**src/rtl/dm_arb_pkg.sv**
```systemverilog
// dm_arb_pkg: shared defaults and master identifiers for the data-memory arbiter.
package dm_arb_pkg;
   localparam logic [31:0] ADDR_LIMIT_DEF = 32'h0000_3000;
   localparam int          CNT_W_DEF      = 16;
   typedef enum logic {M0 = 1'b0, M1 = 1'b1} master_e;
endpackage

```
**src/rtl/rr_arb2.sv**
```systemverilog
// rr_arb2: two-way round-robin grant; pointer remembers the last granted master.
module rr_arb2
   import dm_arb_pkg::*;
(
   input  logic       clk,
   input  logic       reset,
   input  logic [1:0] req,
   output logic [1:0] gnt
);
   master_e last_q, last_d;
   always_comb begin
      gnt[0] = reset & req[0] & (~req[1] | (last_q == M1));
      gnt[1] = reset & req[1] & (~req[0] | (last_q == M0));
      last_d = gnt[1] ? M1 : gnt[0] ? M0 : last_q;
   end
   // M1 as "last winner" lets m0 take the first conflict after reset
   always_ff @(posedge clk or negedge reset)
      if (!reset) last_q <= M1;
      else        last_q <= last_d;
endmodule

```
**src/rtl/dm_arbiter.sv**
```systemverilog
// dm_arbiter: shares one data-memory port between two masters, flags bad
// addresses, and returns a registered one-cycle response per acceptance.
module dm_arbiter
   import dm_arb_pkg::*;
#(
   parameter logic [31:0] ADDR_LIMIT = ADDR_LIMIT_DEF,
   parameter int          CNT_W      = CNT_W_DEF
) (
   input  logic             clk,
   input  logic             reset,
   input  logic             m0_valid,
   output logic             m0_ready,
   input  logic             m0_we,
   input  logic [31:0]      m0_addr,
   input  logic [31:0]      m0_wdata,
   input  logic [31:0]      m0_pc,
   output logic             m0_rvalid,
   output logic [31:0]      m0_rdata,
   output logic             m0_err,
   output logic [CNT_W-1:0] m0_grants,
   input  logic             m1_valid,
   output logic             m1_ready,
   input  logic             m1_we,
   input  logic [31:0]      m1_addr,
   input  logic [31:0]      m1_wdata,
   input  logic [31:0]      m1_pc,
   output logic             m1_rvalid,
   output logic [31:0]      m1_rdata,
   output logic             m1_err,
   output logic [CNT_W-1:0] m1_grants,
   output logic [31:0]      dm_addr,
   output logic [31:0]      dm_wd,
   output logic [31:0]      dm_pc,
   output logic             dm_we,
   output logic             dm_req,
   input  logic [31:0]      dm_data
);
   logic [1:0]       gnt;
   logic             granted, req_we, req_err;
   logic [31:0]      resp_data;
   logic [1:0]       rvalid_q, rvalid_d, err_q, err_d;
   logic [31:0]      rdata_q [2];
   logic [31:0]      rdata_d [2];
   logic [CNT_W-1:0] grants_q [2];
   logic [CNT_W-1:0] grants_d [2];

   rr_arb2 u_rr (
      .clk   (clk),
      .reset (reset),
      .req   ({m1_valid, m0_valid}),
      .gnt   (gnt)
   );

   // gnt already folds in reset, so everything below is quiet during reset
   always_comb begin
      granted   = |gnt;
      dm_addr   = gnt[1] ? m1_addr  : gnt[0] ? m0_addr  : '0;
      dm_wd     = gnt[1] ? m1_wdata : gnt[0] ? m0_wdata : '0;
      dm_pc     = gnt[1] ? m1_pc    : gnt[0] ? m0_pc    : '0;
      req_we    = gnt[1] ? m1_we    : gnt[0] & m0_we;
      req_err   = granted & ((dm_addr[1:0] != 2'b00) | (dm_addr >= ADDR_LIMIT));
      dm_we     = granted & req_we & ~req_err;
      dm_req    = ~dm_we;
      resp_data = (req_we | req_err) ? '0 : dm_data;
   end

   always_comb begin
      rvalid_d = gnt;
      err_d    = err_q;
      for (int i = 0; i < 2; i++) begin
         err_d[i]    = gnt[i] ? req_err : err_q[i];
         rdata_d[i]  = gnt[i] ? resp_data : rdata_q[i];
         grants_d[i] = (gnt[i] & ~&grants_q[i]) ? grants_q[i] + 1'b1 : grants_q[i];
      end
   end

   always_ff @(posedge clk or negedge reset)
      if (!reset) begin
         rvalid_q <= '0;
         err_q    <= '0;
         for (int i = 0; i < 2; i++) begin
            rdata_q[i]  <= '0;
            grants_q[i] <= '0;
         end
      end else begin
         rvalid_q <= rvalid_d;
         err_q    <= err_d;
         for (int i = 0; i < 2; i++) begin
            rdata_q[i]  <= rdata_d[i];
            grants_q[i] <= grants_d[i];
         end
      end

   assign m0_ready  = gnt[0];
   assign m1_ready  = gnt[1];
   assign m0_rvalid = rvalid_q[0];
   assign m1_rvalid = rvalid_q[1];
   assign m0_err    = err_q[0];
   assign m1_err    = err_q[1];
   assign m0_rdata  = rdata_q[0];
   assign m1_rdata  = rdata_q[1];
   assign m0_grants = grants_q[0];
   assign m1_grants = grants_q[1];
endmodule

```
**config.mk**
```make
export PLATFORM = sky130hd
export DESIGN_NAME = dm_arbiter
export DESIGN_NICKNAME = d
export VERILOG_FILES = /design/src/rtl/dm_arb_pkg.sv /design/src/rtl/rr_arb2.sv /design/src/rtl/dm_arbiter.sv
export SDC_FILE = /design/constraint.sdc
export NUM_CORES = 1
export LEC_CHECK = 0
export ABC_AREA = 1
export ABC_CLOCK_PERIOD_IN_PS = 2120
export CORE_AREA = 2 2 168 170
export CTS_BUF_LIST = sky130_fd_sc_hd__clkbuf_4 sky130_fd_sc_hd__clkbuf_8
export CTS_CLUSTER_SIZE = 24
export DETAILED_ROUTE_END_ITERATION = 8
export DIE_AREA = 0 0 170 172
export GPL_TIMING_DRIVEN = 0
export PLACE_DENSITY_LB_ADDON = 0.15
export REMOVE_ABC_BUFFERS = 1
export SYNTH_ARGS = -nofsm -noshare
export SYNTH_HDL_FRONTEND = slang
export SYNTH_SLANG_ARGS = --single-unit
export TNS_END_PERCENT = 100
```
**constraint.sdc**
```tcl
create_clock -name clk -period 2.12 [get_ports clk]
set_input_delay 0.53 -clock clk [delete_from_list [all_inputs] [get_ports clk]]
set_output_delay 0.53 -clock clk [all_outputs]
set_load 0.01 [all_outputs]
```
-- Yosys cells after proc, flatten, opt, wreduce, memory -nomap -nowiden
Index checks and enable logic that the tools add are counted.
- bits in registers: 101
- bits of input ports: 230
- output and inout bits: 200
- word-level logic and storage cells: 47
- $add $sub $neg: 2
- order comparisons: 1
- multiplexer cells: 10
- bitwise logic cells: 19
- reduce and logical (&&, ||, !) cells: 7
- operators with widths (cell ; count):
    $mux W32 ; 7
    $add A16 B1 Y16 const B ; 2
    $ge A32 B14 Y1 const B ; 1
    $reduce_and A16 Y1 ; 2
    $and A1 B1 Y1 ; 10
    $not A1 Y1 ; 5
    $or A1 B1 Y1 ; 4
    $reduce_bool A2 Y1 ; 2
    $mux W1 ; 3
    $logic_not A1 Y1 ; 2
    $reduce_or A2 Y1 ; 1

-- Logic depth before layout (Yosys ltp)
Gate-level depths: netlist of the first run.
- word-level depth: 11
- depth in mapped cells: 14
- mapped depth without buffers: 12

-- Hierarchy
From an unflattened synthesis of the first run, not the netlist that was laid out.
- cell total of the unflattened synthesis: 694
- area total of the unflattened synthesis: 5680.4 µm²
- modules (own cells, without submodules) (module ; instances ; cells an instance ; area each (µm²) ; sequential area each (µm²)):
    dm_arbiter ; 1 ; 682 ; 5607.9 ; 2502.4
    rr_arb2 ; 1 ; 12 ; 72.6 ; 26.3

-- Worst setup path before layout of the first run
No wires, ideal clock.
- path type: input-to-output
- start point: input port reset
- end point: output port dm_we
- data arrival time: 1.746 ns
- data required time: 1.590 ns
- slack: -0.156 ns
- stages on the path: 13
- path buffers: 2
- cell sequence: nand2_1 inv_1 buf_2 nand3_1 nand2_1 nor2_1 nand2_1 nor2_1 nand2_1 nor2_4 buf_6 nand2_1 inv_1
- cells in the longest elaborated chain, start to end: 9
- RTL lines (element ; line ; source):
    start, declared ; dm_arbiter.sv:10 ; input logic reset,
    $and A1 B1 Y1 (2 in a row) ; rr_arb2.sv:12 ; gnt[0] = reset & req[0] & (~req[1] | (last_q == M1));
    $mux W32 ; dm_arbiter.sv:57 ; dm_addr = gnt[1] ? m1_addr : gnt[0] ? m0_addr : '0;
    $mux W32 (*) ; dm_arbiter.sv:57 ;
    named net dm_addr[18] ; dm_arbiter.sv:31 ; output logic [31:0] dm_addr,
    $ge A32 B14 Y1 (*) ; dm_arbiter.sv:61 ; req_err = granted & ((dm_addr[1:0] != 2'b00) | (dm_addr >= ADDR_LIMIT));
    $or A1 B1 Y1 (*) ; dm_arbiter.sv:61 ;
    $and A1 B1 Y1 (*) ; dm_arbiter.sv:61 ;
    $not A1 Y1 (*) ; dm_arbiter.sv:62 ; dm_we = granted & req_we & ~req_err;
    $and A1 B1 Y1 (*) ; dm_arbiter.sv:62 ;
    end, declared ; dm_arbiter.sv:34 ; output logic dm_we,
Mark *: on every way through the listed nets, which the timed path passes. The rest lies on a longest branch.

-- Worst setup path after layout of the first run
- start point: register u_rr.last_q
- end point: output port dm_we
- cells in the longest elaborated chain, start to end: 9
- RTL lines (element ; line ; source):
    start, declared ; rr_arb2.sv:10 ; master_e last_q, last_d;
    start signal, assigned ; rr_arb2.sv:19 ; else last_q <= last_d;
    $or A1 B1 Y1 or $not A1 Y1 (tied branches) ; rr_arb2.sv:12, rr_arb2.sv:13 ;
    $and A1 B1 Y1 or $or A1 B1 Y1 (tied branches) ; rr_arb2.sv:12, rr_arb2.sv:13 ;
    $mux W32 or $and A1 B1 Y1 (tied branches) ; dm_arbiter.sv:57, rr_arb2.sv:13 ;
    $mux W32 ; dm_arbiter.sv:57 ;
    $ge A32 B14 Y1 or $reduce_bool A2 Y1 (tied branches) ; dm_arbiter.sv:61 ;
    $or A1 B1 Y1 ; dm_arbiter.sv:61 ;
    $and A1 B1 Y1 ; dm_arbiter.sv:61 ;
    $not A1 Y1 ; dm_arbiter.sv:62 ;
    $and A1 B1 Y1 (*) ; dm_arbiter.sv:62 ;
Every way passes the cells marked *; elsewhere a longest branch is shown, timed or not.

==> results.cfg, run 1 <==
[outcome]
status = finished with violations
violations = setup timing

[timing]
slew_headroom = 0.483
final_hold_viol_count = 0
finalCriticalPeriod_ps = 2790
fin_tns_setup_ps = -60610
worstMarginPinSlew_ps = 773
setup_viol = 173
skew_ps = 13.5
setup_ws_ps = -667
finalMaxSlewViolations = 0
rsz0062_at_grt = true
fmax_mhz = 359
period_share = 1.31
hold_slack_ps = 113

[pwr]
p_switching_mw = 1.92
pwr-share-comb = 0.388
intPower_mw = 3.96
irDropWorstVdd_v = 0.000339
power_density_nw_per_um2 = 503
switching_share = 0.326
clkPwrFrac = 0.233
p_seq_frac = 0.378
p_leak_nw = 5.42

[floorplanning]
fp-row-count = 61
die_h_um = 172
core-area_um2 = 27500
dieArea_um2 = 29200
initial_core_util = 0.202
boundaryPins = 430
fp.dieW_um = 170

[grt]
grt_pass1_vias = 6509
grt_max_degree = 65
grt.overflow.total = 0
grt.total_usage = 0.213
antenna_found_initial = 20
grt_pass1_wl_um = 45000

[cts]
htreeDepth = 3
clk_latency_ps = 380
cts_buffer_depth = 2
cts_tree = yes
path_clk_slew_ps = 110
cts_root_buf = clkbuf_8
numCtsBuffers = 9
numClockSinks = 101

[worst_setup_path]
cp_max_fo = 7
reg2reg_to = m1_rdata[20]
path_class = reg -> out
crit_path_end_kind = output port
start_kind = flip-flop
arrival_ps = 2260
rr_worst_depth = 17
reg2reg_slack_ps = -330
r2r_start = u_rr.last_q
cp.required_ps = 1590

[logic_synthesis]
synth_cell_types = 26
synthCells = 672
synth-edff-count = 0
netlist.area_leader.share = 0.450
yosys_warnings = 0
synth.yosys.seq_area_share = 0.455
ys_ff_latch = 101
ys.flop_type = dfrtp_1
synthArstFlopShare = 1.00
synth_area_um2 = 5560
syn_avg_cell_area_um2 = 8.27
synth_area_leaders = dfrtp_1, nand2_1, a22o_1
synth_top_area_cell = dfrtp_1

[place]
dpl_cell_area_um2 = 10200
gp_congestion = 0.829
dp_hpwl_um = 22500
dp_cells = 1407
io_buffers = 429

[route]
drtPass1Iterations = 5
drt-initial-drc-count = 323
ant_nets = 0
via_per_inst = 4.57
drcViolationCount = 0
wire_per_inst_um = 21.7
vias = 6916
totalWireLength_um = 32800

[job]
maxCapViolCount = 0

[finish]
final_common_cell = clkdlybuf4s50_1
nFillCells = 2750
finalNonFillerCells = 1514
final_util = 0.425
syn2layout_area_growth_pct = 110
mostFrequentLayoutCells = clkdlybuf4s50_1, nand2_1, dfrtp_1
final_nets = 1386
layout-drive-gt1-share = 0.214
final_area_um2 = 11700

[worst_hold_path]
min_path_type = in -> async
==> cell type report <==
class | instances | area, um2 | share of cell area
well taps | 346 | 433 | 0.0371
multi-input cells | 497 | 2910 | 0.249
repair inverters | 1 | 7.51 | 0.000643
repair buffers | 517 | 5410 | 0.463
inverters | 27 | 154 | 0.0132
clock inverters | 6 | 77.6 | 0.00664
clock buffers | 10 | 138 | 0.0118
diodes | 9 | 22.5 | 0.00193
flip-flops and latches | 101 | 2530 | 0.216
==> worst max path at each step <==
| stage | endpoint | slack, ps | from | cells past startpoint |
|---|---|---|---|---|
| 6_report | dm_we | -670 | u_rr.last_q | 16 |
| 3_3_place_gp | dm_we | -18190 | reset | 8 |
| 3_5_place_dp | dm_we | -2950 | reset | 8 |
| 2_1_floorplan | dm_we | -6960 | reset | 6 |
| 5_1_grt | dm_we | -830 | u_rr.last_q | 16 |
| 4_1_cts | dm_we | -730 | u_rr.last_q | 15 |
==> synth_stat cells, drive strengths merged (5+ instances only) <==
cell,number
nand4,67
a22o,74
nor2,32
xnor2,12
clkbuf,21
xor2,18
o21ai,5
nor3,8
buf,28
dfrtp,100
inv,25
nand3,40
nand2,232
==> registers in the layout, summed over array words and instances (netlist names) <==
name	flops
m0_rdata	32
u_rr.last_q	1
m0_grants	16
rvalid_q	2
m1_grants	16
err_q	2
m1_rdata	32
==> per-layer routing <==
metal / wire length (um) / track usage
met5: 136 / 0
met1: 14300 / 0.276
met4: 308 / 0.0349
met3: 4210 / 0.113
met2: 13800 / 0.317
==> through the flow <==
step | setup slack (ps) | power (mW)
5_1_grt | -830 | 6.20
3_3_place_gp | -18190 | 4.15
4_1_cts | -726 | 5.83
3_5_place_dp | -2950 | 4.17
6_report | -667 | 5.88
2_1_floorplan | -6960 | 2.86
==> power by group through the flow <==
stage / registers, mW / logic (mW) / clock network, mW
2_1_floorplan: 2.29 / 0.576 / 0
3_3_place_gp: 2.26 / 1.89 / 0
3_5_place_dp: 2.25 / 1.92 / 0
4_1_cts: 2.22 / 2.17 / 1.43
5_1_grt: 2.25 / 2.43 / 1.52
6_report: 2.22 / 2.28 / 1.37
==> timing repair <==
| action | in CTS | in global routing |
|---|---|---|
| gates resized for setup | 367 | 108 |
| endpoints found under the setup margin | 201 | 198 |
| hold endpoints to repair | 0 | 26 |
| setup buffers | 37 | 24 |
| hold buffers | 0 | 2 |
| gates cloned | 15 | 6 |
| pin swaps | 22 | 21 |
==> critical path: stages (launching register included) <==
cell and delay (ps):
dfstp_2 580, buf_12 110, nand2_8 60, clkinv_4 70
nor2_4 50, buf_12 140, nand2_2 60, nand2_2 50
inv_1 50, nand2_1 50, nor2_2 110, nand2_2 80
nor2_4 160, buf_12 130, nand2_8 50, inv_2 40
buf_6 90
==> cells by family after synthesis <==
| group | share of synthesized area |
|---|---|
| adder cells (fa/ha/maj) | 0.00450 |
| buffers and inverters | 0.0635 |
| XOR/XNOR | 0.0473 |
| AO/OA/AOI/OAI | 0.123 |
| AND/OR/NAND/NOR | 0.307 |
| flip-flops | 0.455 |
Note: power is estimated with default switching activity, not from simulation.
==> run 2: changes to the inputs <==
- CELL_PAD_IN_SITES_DETAIL_PLACEMENT: default -> 1
- CELL_PAD_IN_SITES_GLOBAL_PLACEMENT: default -> 1
- CORE_AREA: 2 2 168 170 -> 2 2 166 168
- DIE_AREA: 0 0 170 172 -> 0 0 168 170
- PLACE_DENSITY_LB_ADDON: 0.15 -> 0.08
==> run 2 against run 1 <==
Against the previous run: the flow still finishes with violations (setup timing); power decreased by 0.68%; utilization is 1.0 points higher; via count grew 2.1%; critical path depth decreased by 6; register-to-register slack better by 20 ps; count of clock-buffer cells in the layout fell by 1; hold slack worse by 15 ps; first-iteration DRC count down 15%; wire length increased by 9.1%; largest cell class unchanged; highest routed layer unchanged.
==> results.cfg, run 2 (same netlist as run 1, synthesis figures left out) <==
[outcome]
status = finished with violations
violations = setup timing

[finish]
multiInputGateArea_um2 = 2910
final_util = 0.435
syn2layout_area_growth_pct = 109
layout-drive-gt1-share = 0.218
final_area_um2 = 11600
final_nets = 1381
nFillCells = 3093
mostFrequentLayoutCells = clkdlybuf4s50_1, nand2_1, dfrtp_1
final_common_cell = clkdlybuf4s50_1
seqCellArea_um2 = 2530

[worst_setup_path]
arrival_ps = 2340
path_cells = nand2_4 -> inv_4 -> nor2_4 -> clkbuf_16 -> buf_4 -> buf_16 -> buf_6 -> buf_16 -> a22o_1 -> buf_2
cp_max_fo = 10
slowest_delay_ps = 590
path_common_cell = buf_16
cp_slowest_cell = dfstp_2
path_class = reg -> out
start_kind = flip-flop
crit_path_end_kind = output port
cp.required_ps = 1590

[timing]
setup_ws_ps = -752
period_share = 1.35
fin_tns_setup_ps = -66920
worstMarginPinSlew_ps = 366
rsz0062_at_grt = true
skew_ps = 17.3
slew_headroom = 0.756
finalMaxSlewViolations = 0
finalCriticalPeriod_ps = 2870
hold_slack_ps = 97.8
fmax_mhz = 348
setup_viol = 170
final_hold_viol_count = 0

[floorplanning]
core-area_um2 = 26700
fp.dieW_um = 168
initial_core_util = 0.209
boundaryPins = 430
fp-row-count = 60
dieArea_um2 = 28600
die_h_um = 170

[pwr]
irDropWorstVdd_v = 0.000377
p_switching_mw = 1.95
p_seq_frac = 0.382
power_density_nw_per_um2 = 503
p_leak_nw = 5.41
power_mw = 5.84
clkPwrFrac = 0.230
pwr-share-comb = 0.388
switching_share = 0.334
intPower_mw = 3.89

[cts]
path_clk_slew_ps = 110
htreeDepth = 3
numClockSinks = 101
clk_latency_ps = 390
cts_tree = yes
cts_root_buf = clkbuf_8
cts_buffer_depth = 2
numCtsBuffers = 9

[route]
drtPass1Iterations = 4
drt-initial-drc-count = 276
drcViolationCount = 0
totalWireLength_um = 35800
wire_per_inst_um = 23.8
vias = 7061
ant_nets = 0
via_per_inst = 4.70

[grt]
grt_pass1_vias = 7256
grt_max_degree = 66
grt.total_usage = 0.242
grt_pass1_wl_um = 50500
grt.overflow.total = 0
grt.met2_usage = 0.386
grtUsageMet1 = 0.310
use_met3 = 0.0907
top_usage_layer = met2
antenna_found_initial = 14

[job]
maxCapViolCount = 0

[worst_hold_path]
min_path_type = in -> async

[place]
dp_hpwl_um = 24400
io_buffers = 429
gp_congestion = 0.833
dpl_cell_area_um2 = 10300
[run 2: cell count changes in the layout (fill, tap and decap cells not counted), moves of 3 or more]
cell	before	now
nand2_1	209	206
nand2_4	4	8
nand3_2	5	2
nor2_1	23	20
buf_16	16	21
buf_2	52	65
nand3_1	35	38
clkbuf_16	8	5
dlygate4sd2_1	3	0
buf_6	33	14
[run 2: power by group through the flow]
stage	Clock (mW)	Sequential [mW]	Combinational [mW]
floorplan	0	2.29	0.576
global placement	0	2.26	1.90
CTS	1.39	2.23	2.19
global route	1.47	2.25	2.42
detailed placement	0	2.26	1.94
finish	1.35	2.23	2.27
[run 2: worst paths after layout]
kind / from / end / slack (ps) / cells past startpoint
max in group asynchronous: reset / m0_rdata[12] / 1660 / 2
min: reset / u_rr.last_q / 100 / 1
max: u_rr.last_q / dm_pc[8] / -750 / 10
min in group clk: m1_rdata[5] / m1_rdata[5] / 490 / 2
max reg2reg: u_rr.last_q / m1_rdata[18] / -310 / 18
min reg2reg: m1_rdata[5] / m1_rdata[5] / 490 / 2
[run 2: stage by stage]
step / setup slack (ps) / instances
2_1_floorplan: -6960 / 623
3_3_place_gp: -18210 / 1393
3_5_place_dp: -2900 / 1403
4_1_cts: -707 / 1475
5_1_grt: -842 / 1496
6_report: -752 / 1502
[run 2: layout make-up]
class,instances,area share
inverters,27,0.0130
flip-flops and latches,101,0.218
clock inverters,7,0.00712
well taps,341,0.0368
repair buffers,513,0.462
clock buffers,9,0.0107
multi-input cells,496,0.250
repair inverters,1,0.000647
diodes,7,0.00151
[run 2: what timing repair did]
| item | in CTS | in global routing |
|---|---|---|
| hold endpoints to repair | 35 | 0 |
| hold buffers | 1 | 0 |
| setup endpoints to repair | 194 | 193 |
| buffers inserted | 36 | 17 |
| resized for setup | 385 | 91 |
| pin swaps | 27 | 12 |
| cloned | 19 | 4 |
[run 2: routing by layer]
layer / part of all wire / wire [um] / vias up
met4: 0.015 / 534 / 16
met2: 0.46 / 16300 / 248
met3: 0.086 / 3080 / 43
met5: 0.0029 / 103 / -
met1: 0.44 / 15800 / 3461
li1: - / - / 3293
[run 2: critical path: cells and delay by family, from the launching register on]
kind            cells  cell delay, ps
compound gates      1             210
buf+inv             7             980
flops               1             590
simple gates        2             160
==> run 3: changes to the inputs <==
- PLACE_DENSITY: default -> 0.85
- PLACE_DENSITY_LB_ADDON: 0.08 -> default
==> run 3 against run 2 <==
Against the previous run: register-to-register slack worse by 410 ps; the run still ends with setup timing left; die area did not move; power shrank 0.73%; critical path depth is 4 higher; flip-flop and latch count stayed put; combinational power is essentially flat; hold slack improved by 14 ps; utilization shrank 0.59 points; maximum frequency shrank 0.96%; count of clock-buffer cells in the layout did not move; sequential share of layout area grew 0.30 points; non-clock buffer count is 8 lower.
==> results.cfg, run 3 (same netlist as run 1, synthesis figures left out) <==
[finish]
syn2layout_area_growth_pct = 106
final_common_cell = clkdlybuf4s50_1
mostFrequentLayoutCells = clkdlybuf4s50_1, nand2_1, dfrtp_1
finalNonFillerCells = 1502
final_util = 0.429
layout-drive-gt1-share = 0.194
final_nets = 1376

[timing]
fmax_mhz = 345
worstMarginPinSlew_ps = 777
setup_ws_ps = -779
rsz0062_at_grt = true
finalCriticalPeriod_ps = 2900
slew_headroom = 0.482
finalMaxSlewViolations = 0
period_share = 1.37
final_hold_viol_count = 0
skew_ps = 15.2
setup_viol = 160

[place]
dp_hpwl_um = 23300
gp_congestion = 0.827
dp_cells = 1401
post-place-ws_ps = -3220
io_buffers = 429

[floorplanning]
core-area_um2 = 26700
fp.dieW_um = 168
initial_core_util = 0.209
boundaryPins = 430
die_h_um = 170
dieArea_um2 = 28600
fp-row-count = 60

[worst_setup_path]
arrival_ps = 2370
path_cells = clkdlybuf4s15_2 -> nand2_4 -> clkinvlp_4 -> buf_4 -> nand3_1 -> nand2_1 -> nor2_1 -> nand2_1 -> nor2_1 -> nand2_2 -> nor2_4 -> nand2_2 -> inv_2 -> buf_6
start_kind = input port
slowest_delay_ps = 280
crit_path_end_kind = output port
cp_max_fo = 7
cp_slowest_cell = clkdlybuf4s15_2
path_class = in -> out
crit_buf_inv = 5
cp_top_family = simple AND/OR/NAND/NOR gates
cp.required_ps = 1590

[route]
drtPass1Iterations = 4
vias = 7281
wire_per_inst_um = 23.6
totalWireLength_um = 35500
via_per_inst = 4.85
drcViolationCount = 0
ant_nets = 0
drt-initial-drc-count = 313

[grt]
grt_pass1_wl_um = 49100
grt.total_usage = 0.232
antenna_found_initial = 19
grt.overflow.total = 0
grt_max_degree = 62
grt_pass1_vias = 7628

[pwr]
p_leak_nw = 5.32
power_mw = 5.80
power_density_nw_per_um2 = 507
irDropWorstVdd_v = 0.000291

[worst_hold_path]
min_path_type = in -> async

[cts]
htreeDepth = 3
cts_root_buf = clkbuf_8
numClockSinks = 101
cts_buffer_depth = 2
path_clk_slew_ps = 130
clk_latency_ps = 390
numCtsBuffers = 9
cts_tree = yes

[outcome]
status = finished with violations
violations = setup timing

[job]
maxCapViolCount = 0
==> run 3: routing by layer <==
metal / wire length (um) / vias to the layer above / global-route usage
li1: - / 3288 / -
met4: 495 / 16 / 0.0491
met3: 4420 / 51 / 0.130
met2: 16600 / 316 / 0.384
met1: 13800 / 3610 / 0.260
met5: 147 / - / 0.0139
==> run 3: layout make-up <==
class                   instances  area (um2)
multi-input cells             499        2880
clock buffers                   9         124
repair buffers                505        5190
flip-flops and latches        101        2530
fillers                      3070       15200
diodes                         12        30.0
repair inverters                1        16.3
clock inverters                 7        75.1
well taps                     341         427
inverters                      27         168
==> run 3: path summary, 6_finish.rpt <==
| kind | from | end | slack [ps] | cells past startpoint |
|---|---|---|---|---|
| worst max-delay path | m0_valid | dm_we | -780 | 14 |
| worst min-delay path | reset | m1_grants[14] | 110 | 2 |
| worst max register to register | u_rr.last_q | m0_rdata[8] | -720 | 20 |
| worst min register to register | m0_rdata[1] | m0_rdata[1] | 490 | 2 |
| max in group asynchronous | reset | m0_rdata[27] | 1660 | 2 |
| min in group clk | m0_rdata[1] | m0_rdata[1] | 490 | 2 |
==> run 3: power by group <==
| part | internal [mW] | switching [mW] |
|---|---|---|
| clock | 0.469 | 0.839 |
| combinational | 1.23 | 1.03 |
| sequential | 2.06 | 0.164 |
| total | 3.76 | 2.04 |
==> run 3: what timing repair did <==
| item | in CTS | in global routing |
|---|---|---|
| endpoints found under the hold margin | 39 | 0 |
| hold buffers | 1 | 0 |
| cloned | 10 | 6 |
| buffers inserted | 35 | 24 |
| endpoints found under the setup margin | 200 | 187 |
| resized for setup | 266 | 122 |
| pin swaps | 12 | 16 |
==> run 3: stage by stage <==
stage	area (um2)	hold slack, ps	setup TNS, ps
finish	11400	112	-85030
floorplan	5310	234	-884160
global placement	10000	462	-2915920
CTS	11100	73.6	-74140
global route	11400	79.1	-100990
detailed placement	10200	466	-377560
